[src/rtl/psum_gather_if.sv]
// Handshake and data bundle for the four-lane partial-sum gatherer.
// The master side issues bursts and terms; the slave side is the gatherer.
interface psum_gather_if #(
  parameter int LEN_W = 5
);
  logic             start;
  logic [LEN_W-1:0] len;
  logic             busy;
  logic             in_valid;
  logic             in_ready;
  logic [7:0]       in_d0;
  logic [7:0]       in_d1;
  logic [7:0]       in_d2;
  logic [7:0]       in_d3;
  logic             out_valid;
  logic             out_ready;
  logic [11:0]      psum0;
  logic [11:0]      psum1;
  logic [11:0]      psum2;
  logic [11:0]      psum3;

  modport master (
    output start, len, in_valid, in_d0, in_d1, in_d2, in_d3, out_ready,
    input  busy, in_ready, out_valid, psum0, psum1, psum2, psum3
  );

  modport slave (
    input  start, len, in_valid, in_d0, in_d1, in_d2, in_d3, out_ready,
    output busy, in_ready, out_valid, psum0, psum1, psum2, psum3
  );
endinterface

[src/rtl/psum_gather.sv]
// Four-lane partial-sum gatherer: after a start with a nonzero length it
// accumulates that many term sets into per-lane 12-bit wrapping sums, then
// holds the result until the downstream reducer takes it.
module psum_gather #(
  parameter int LEN_W = 5
) (
  input  logic            clk,
  input  logic            rst,
  psum_gather_if.slave    bus
);

  typedef enum logic [1:0] {
    IDLE  = 2'd0,
    ACCUM = 2'd1,
    HOLD  = 2'd2
  } state_e;

  state_e           state_q, state_d;
  logic [LEN_W-1:0] count_q, count_d;
  logic [11:0]      psum_q [4];
  logic [11:0]      psum_d [4];
  logic [7:0]       term   [4];

  assign term[0] = bus.in_d0;
  assign term[1] = bus.in_d1;
  assign term[2] = bus.in_d2;
  assign term[3] = bus.in_d3;

  // Next-state, count and sum update for the three-state burst controller.
  always_comb begin
    // NOTE: every target gets a hold-value default first, so no path leaves one unassigned and no latch is inferred.
    state_d = state_q;
    count_d = count_q;
    psum_d  = psum_q;
    unique case (state_q)
      IDLE: begin
        if (bus.start && (bus.len != '0)) begin
          for (int k = 0; k < 4; k++) psum_d[k] = '0;
          count_d = bus.len;
          state_d = ACCUM;
        end
      end
      ACCUM: begin
        if (bus.in_valid) begin
          for (int k = 0; k < 4; k++) psum_d[k] = psum_q[k] + {4'd0, term[k]};
          count_d = count_q - LEN_W'(1);
          if (count_q == LEN_W'(1)) state_d = HOLD;
        end
      end
      HOLD: begin
        if (bus.out_ready) state_d = IDLE;
      end
      default: state_d = IDLE;
    endcase
  end

  // State, count and sum registers; reset aborts any burst in flight.
  always_ff @(posedge clk or negedge rst) begin
    if (!rst) begin
      state_q <= IDLE;
      count_q <= '0;
      // NOTE: the sums are a handful of flops, not a memory, so they are reset so a cleared result is visible at once.
      for (int k = 0; k < 4; k++) psum_q[k] <= '0;
    end else begin
      // NOTE: non-blocking updates so every register samples pre-edge values.
      state_q <= state_d;
      count_q <= count_d;
      psum_q  <= psum_d;
    end
  end

  // Status flags are pure decodes of the registered state.
  assign bus.in_ready  = (state_q == ACCUM);
  assign bus.out_valid = (state_q == HOLD);
  assign bus.busy      = (state_q == ACCUM) || (state_q == HOLD);

  assign bus.psum0 = psum_q[0];
  assign bus.psum1 = psum_q[1];
  assign bus.psum2 = psum_q[2];
  assign bus.psum3 = psum_q[3];

endmodule

[src/flat_wrapper.sv]
// flat-port wrapper written by rule: the top's interface ports become plain ports
module psum_gather_flat 
#(
  parameter int LEN_W = 5
)
  (clk, rst, bus_start, bus_len, bus_in_valid, bus_in_d0, bus_in_d1, bus_in_d2, bus_in_d3, bus_out_ready, bus_busy, bus_in_ready, bus_out_valid, bus_psum0, bus_psum1, bus_psum2, bus_psum3);
  psum_gather_if #(.LEN_W(LEN_W)) bus_i ();
  input  logic clk;
  input  logic rst;
  input wire logic [$bits(bus_i.start)-1:0] bus_start;
  input wire logic [$bits(bus_i.len)-1:0] bus_len;
  input wire logic [$bits(bus_i.in_valid)-1:0] bus_in_valid;
  input wire logic [$bits(bus_i.in_d0)-1:0] bus_in_d0;
  input wire logic [$bits(bus_i.in_d1)-1:0] bus_in_d1;
  input wire logic [$bits(bus_i.in_d2)-1:0] bus_in_d2;
  input wire logic [$bits(bus_i.in_d3)-1:0] bus_in_d3;
  input wire logic [$bits(bus_i.out_ready)-1:0] bus_out_ready;
  output wire logic [$bits(bus_i.busy)-1:0] bus_busy;
  output wire logic [$bits(bus_i.in_ready)-1:0] bus_in_ready;
  output wire logic [$bits(bus_i.out_valid)-1:0] bus_out_valid;
  output wire logic [$bits(bus_i.psum0)-1:0] bus_psum0;
  output wire logic [$bits(bus_i.psum1)-1:0] bus_psum1;
  output wire logic [$bits(bus_i.psum2)-1:0] bus_psum2;
  output wire logic [$bits(bus_i.psum3)-1:0] bus_psum3;
  assign bus_i.start = bus_start;
  assign bus_i.len = bus_len;
  assign bus_i.in_valid = bus_in_valid;
  assign bus_i.in_d0 = bus_in_d0;
  assign bus_i.in_d1 = bus_in_d1;
  assign bus_i.in_d2 = bus_in_d2;
  assign bus_i.in_d3 = bus_in_d3;
  assign bus_i.out_ready = bus_out_ready;
  assign bus_busy = bus_i.busy;
  assign bus_in_ready = bus_i.in_ready;
  assign bus_out_valid = bus_i.out_valid;
  assign bus_psum0 = bus_i.psum0;
  assign bus_psum1 = bus_i.psum1;
  assign bus_psum2 = bus_i.psum2;
  assign bus_psum3 = bus_i.psum3;
  psum_gather #(.LEN_W(LEN_W)) u_core (.clk(clk), .rst(rst), .bus(bus_i));
endmodule
[config.mk]
export PLATFORM = sky130hd
export DESIGN_NAME = psum_gather_flat
export DESIGN_NICKNAME = d
export VERILOG_FILES = /design/src/rtl/psum_gather_if.sv /design/src/rtl/psum_gather.sv /design/src/flat_wrapper.sv
export SDC_FILE = /design/constraint.sdc
export NUM_CORES = 1
export LEC_CHECK = 0
export CORE_AREA = 8 8 92 102
export CTS_BUF_LIST = sky130_fd_sc_hd__clkbuf_8
export CTS_CLUSTER_DIAMETER = 150
export DETAILED_ROUTE_END_ITERATION = 16
export DIE_AREA = 0 0 100 110
export HOLD_SLACK_MARGIN = 0.1
export PLACE_DENSITY = 0.87
export SYNTH_ARGS = -nofsm -noshare
export SYNTH_HDL_FRONTEND = slang
export SYNTH_SLANG_ARGS = --single-unit
[constraint.sdc]
create_clock -name clk -period 2.5 [get_ports clk]
set_clock_uncertainty 0.15 [all_clocks]
set_input_delay 0.25 -clock clk [delete_from_list [all_inputs] [get_ports clk]]
set_output_delay 0.25 -clock clk [all_outputs]
set_load 0.02 [all_outputs]
==> metrics.txt <==
status completed; RePlAce Congestion between 0.8 and 0.9; Placed Area between 0.005 and 0.006 sq mm; I/O pin count 93; Yosys warnings 0; clock slew at reported path FFs 0.10 ns; Root Buffer clkbuf_8; layout cells sized above 1 under 10%; pin count of the biggest net entering global routing 56; drt pass-1 iters 6; initial antenna violation count 0; Yosys cell types 60; gr usage total 19.7%; unrepaired setup endpoints after global routing false; post-synthesis register bit count between 50 and 60; average size of a mapped cell approximately 8.9 sq um; clock share of power a little over 8%; Slew @ Worst Pin roughly 0.46 ns; number of diodes 0; Final #Nets between 600 and 700; Comb pwr share approximately two thirds; Initial DRC Count 207; terminus of the critical flop-to-flop path u_core.bus.psum1[10]; Max VDD drop ~0.00073 V; crit path capture type register; global-route met1 utilization between 20 and 25%; type of the most critical hold path in -> async; Avg WL per Cell about 17 um; Final Cycle Share between 90% and 100%; met2 usage 35.9%; Synth Flop Type dfrtp_1; Area contributors post-synth dfrtp_1 35%, ha_1 12%, nand2_1 6.6%, o21ai_0 4.0%, a21oi_1 2.4%; first-pass GRT wire length ~18000 um; area share of the largest cell type after synthesis between 30% and 40%; Post-synth ARST share 100%; HPWL after DPL around 8100 um; Die Wd about 100 um; Vias/cell a little under 6; max frequency between 0.4 and 0.5 GHz; number of global-route vias before repair roughly 3800; CP max FO 3; Rel. slew slack between 60 and 70%; FF/Latch Area roughly 0.0014 sq mm; Crit path largest cell delay 0.47 ns; Final Slew Violations 0; R2R Setup Slk roughly 0.19 ns; clock latency on the worst-skew pair roughly 0.31 ns; gr ovfl total 0; busiest grt layer met2; internal power ~3.1 mW; CTS max path bufs 2; Post-synth EDFFs 0; Overall Power about 5.9 mW; Switching Power between 2 and 3 mW; cell breakdown of the critical path clkdlybuf4s50_1 > ha_1 > inv_1 > fa_1 > and2b_1 > o2111ai_1 > nand3_1 > nand4_1 > and3_1 > a211o_1; switching share of total power 48.0%; grt met3 use under 10%; clock sinks 55; worst r2r src u_core.bus.psum1[0]; sequential power share 26.3%; Synth Cell Area between 0.003 and 0.004 sq mm; Leakage between 2 and 2.5 nW; starting density of the core about half; cell taking the most area after synthesis dfrtp_1; max-cap violations 0; CORE AREA between 0.007 and 0.008 sq mm; vias between 3000 and 4000; CP required 2.55 ns; Syn Nets 519; Worst Path Arrival around 2.4 ns; Cell Pwr Density roughly 1200 mW/mm^2; PortBufs 92; Layout area overhead 31.0%; Multi-input gate area 0.00238 sq mm; post-CTS setup buffers 0; synthesized instance count 436; sequential-to-total area share from yosys stat around a third; Critical Path Slowest Stage Cell clkdlybuf4s50_1; final wirelength about 11000 um; H-tree depth 2; CTS tree yes; crit path kind in -> reg; # DRC 0; antenna-violating nets left 0; minimum clock period 2.33 ns; TritonCTS Buffers 5; Rows 34; startpoint types input port; Fillers 650; die span in y 110 um; total die area ~0.011 sq mm; R2R cell count 9; final hold violations 0; design area slightly above 0.005 sq mm; count of final setup violators 0
==> worst max-delay path: cells and delay by family <==
family	cells	cell delay [ns]
adder cells (fa/ha/maj)	2	0.54
buffers and inverters	2	0.53
AO/OA/AOI/OAI	2	0.35
AND/OR/NAND/NOR	4	0.71
==> final cells by class <==
class,count,share of cell area (%)
Clock buffer,5,1.35
Tap cell,108,2.64
Timing Repair Buffer,108,21.1
Sequential cell,55,26.9
Inverter,17,1.25
Clock inverter,3,0.245
Multi-Input combinational cell,348,46.5
==> logic make-up after synthesis <==
family                   count (synthesis)  share of synthesized area, %
AND/OR/NAND/NOR                        152                          18.3
buffers and inverters                   33                          3.85
multiplexers                             8                          2.09
adder cells (fa/ha/maj)                 41                          13.9
flip-flops                              55                          35.3
XOR/XNOR                                18                          4.04
AO/OA/AOI/OAI                          129                          22.6
==> power by group through the flow <==
stage	combinational (mW)	sequential (mW)	clock, mW
2_1_floorplan	2.25	1.81	0
3_3_place_gp	3.71	1.55	0
3_5_place_dp	3.85	1.57	0
4_1_cts	3.88	1.56	0.489
5_1_grt	4.29	1.61	0.523
6_report	3.89	1.56	0.482
==> cell usage in the layout, fill, tap and decap left out, types with 9 or more instances in the layout <==
| cell | count |
|---|---|
| a21o_1 | 9 |
| ha_1 | 37 |
| nor2_1 | 20 |
| o21ai_0 | 31 |
| nand3_1 | 18 |
| nand2_1 | 68 |
| inv_1 | 18 |
| o21ai_1 | 9 |
| nor2b_1 | 10 |
| o31ai_1 | 11 |
| a21oi_1 | 19 |
| xor2_1 | 9 |
| buf_4 | 12 |
| dfrtp_1 | 55 |
| xnor2_1 | 9 |
| clkdlybuf4s50_1 | 91 |
==> cell usage after synthesis (all sizes together) (2+ instances only) <==
| cell | n |
|---|---|
| a2111oi | 2 |
| a211oi | 8 |
| a21o | 9 |
| a21oi | 19 |
| a31o | 2 |
| a31oi | 8 |
| a41o | 2 |
| and3 | 4 |
| buf | 13 |
| clkbuf | 3 |
| dfrtp | 55 |
| fa | 4 |
| ha | 37 |
| inv | 17 |
| mux2i | 7 |
| nand2 | 70 |
| nand2b | 7 |
| nand3 | 18 |
| nand4 | 4 |
| nor2 | 21 |
| nor2b | 10 |
| nor3 | 7 |
| o2111ai | 5 |
| o211ai | 7 |
| o21a | 2 |
| o21ai | 41 |
| o21bai | 2 |
| o31ai | 11 |
| o41ai | 4 |
| or3 | 4 |
| xnor2 | 9 |
| xor2 | 9 |
==> worst max path at each step <==
stage / start / to / slack, ns / cells past startpoint
2_1_floorplan: u_core.bus.psum1[0] / u_core.bus.psum1[10] / 0.18 / 9
3_3_place_gp: bus_in_d1[0] / u_core.bus.psum1[10] / -0.07 / 10
3_5_place_dp: bus_in_d1[0] / u_core.bus.psum1[10] / -0.15 / 10
4_1_cts: u_core.state_q[1] / u_core.bus.psum2[3] / 0.08 / 7
5_1_grt: u_core.bus.psum0[6] / u_core.bus.psum0[9] / 0.03 / 7
6_report: bus_in_d1[0] / u_core.bus.psum1[10] / 0.17 / 10
==> what timing repair did <==
item | CTS | global route
hold buffers | 1 | 0
gates resized for setup | 1 | 1
pin swaps | 0 | 0
endpoints found under the hold margin | 55 | 0
endpoints found under the setup margin | 9 | 10
==> state kept, by name (all words and copies together), names as in the netlist <==
signal / cells
u_core.bus.psum1: 12
u_core.bus.psum2: 12
u_core.bus.psum3: 12
u_core.count_q: 5
u_core.state_q: 2
u_core.bus.psum0: 12
==> per-layer routing <==
metal  share of wire, %  wire, um
met5                  0         0
met4                2.5       268
met3                5.8       618
met2                 52      5540
met1                 40      4280
==> per-stage QoR <==
step,utilization (%),worst slack (ns),cells,setup TNS (ns),hold slack (ns)
2_1_floorplan,-,0.181,436,0,-0.196
3_3_place_gp,64.8,-0.0732,635,-0.0732,0.121
3_5_place_dp,64.8,-0.155,635,-0.203,0.124
4_1_cts,66.0,0.0789,644,0,0.326
5_1_grt,66.0,0.0288,644,0,0.342
6_report,66.0,0.174,644,0,0.321
Power figures use the tool's default switching activity.
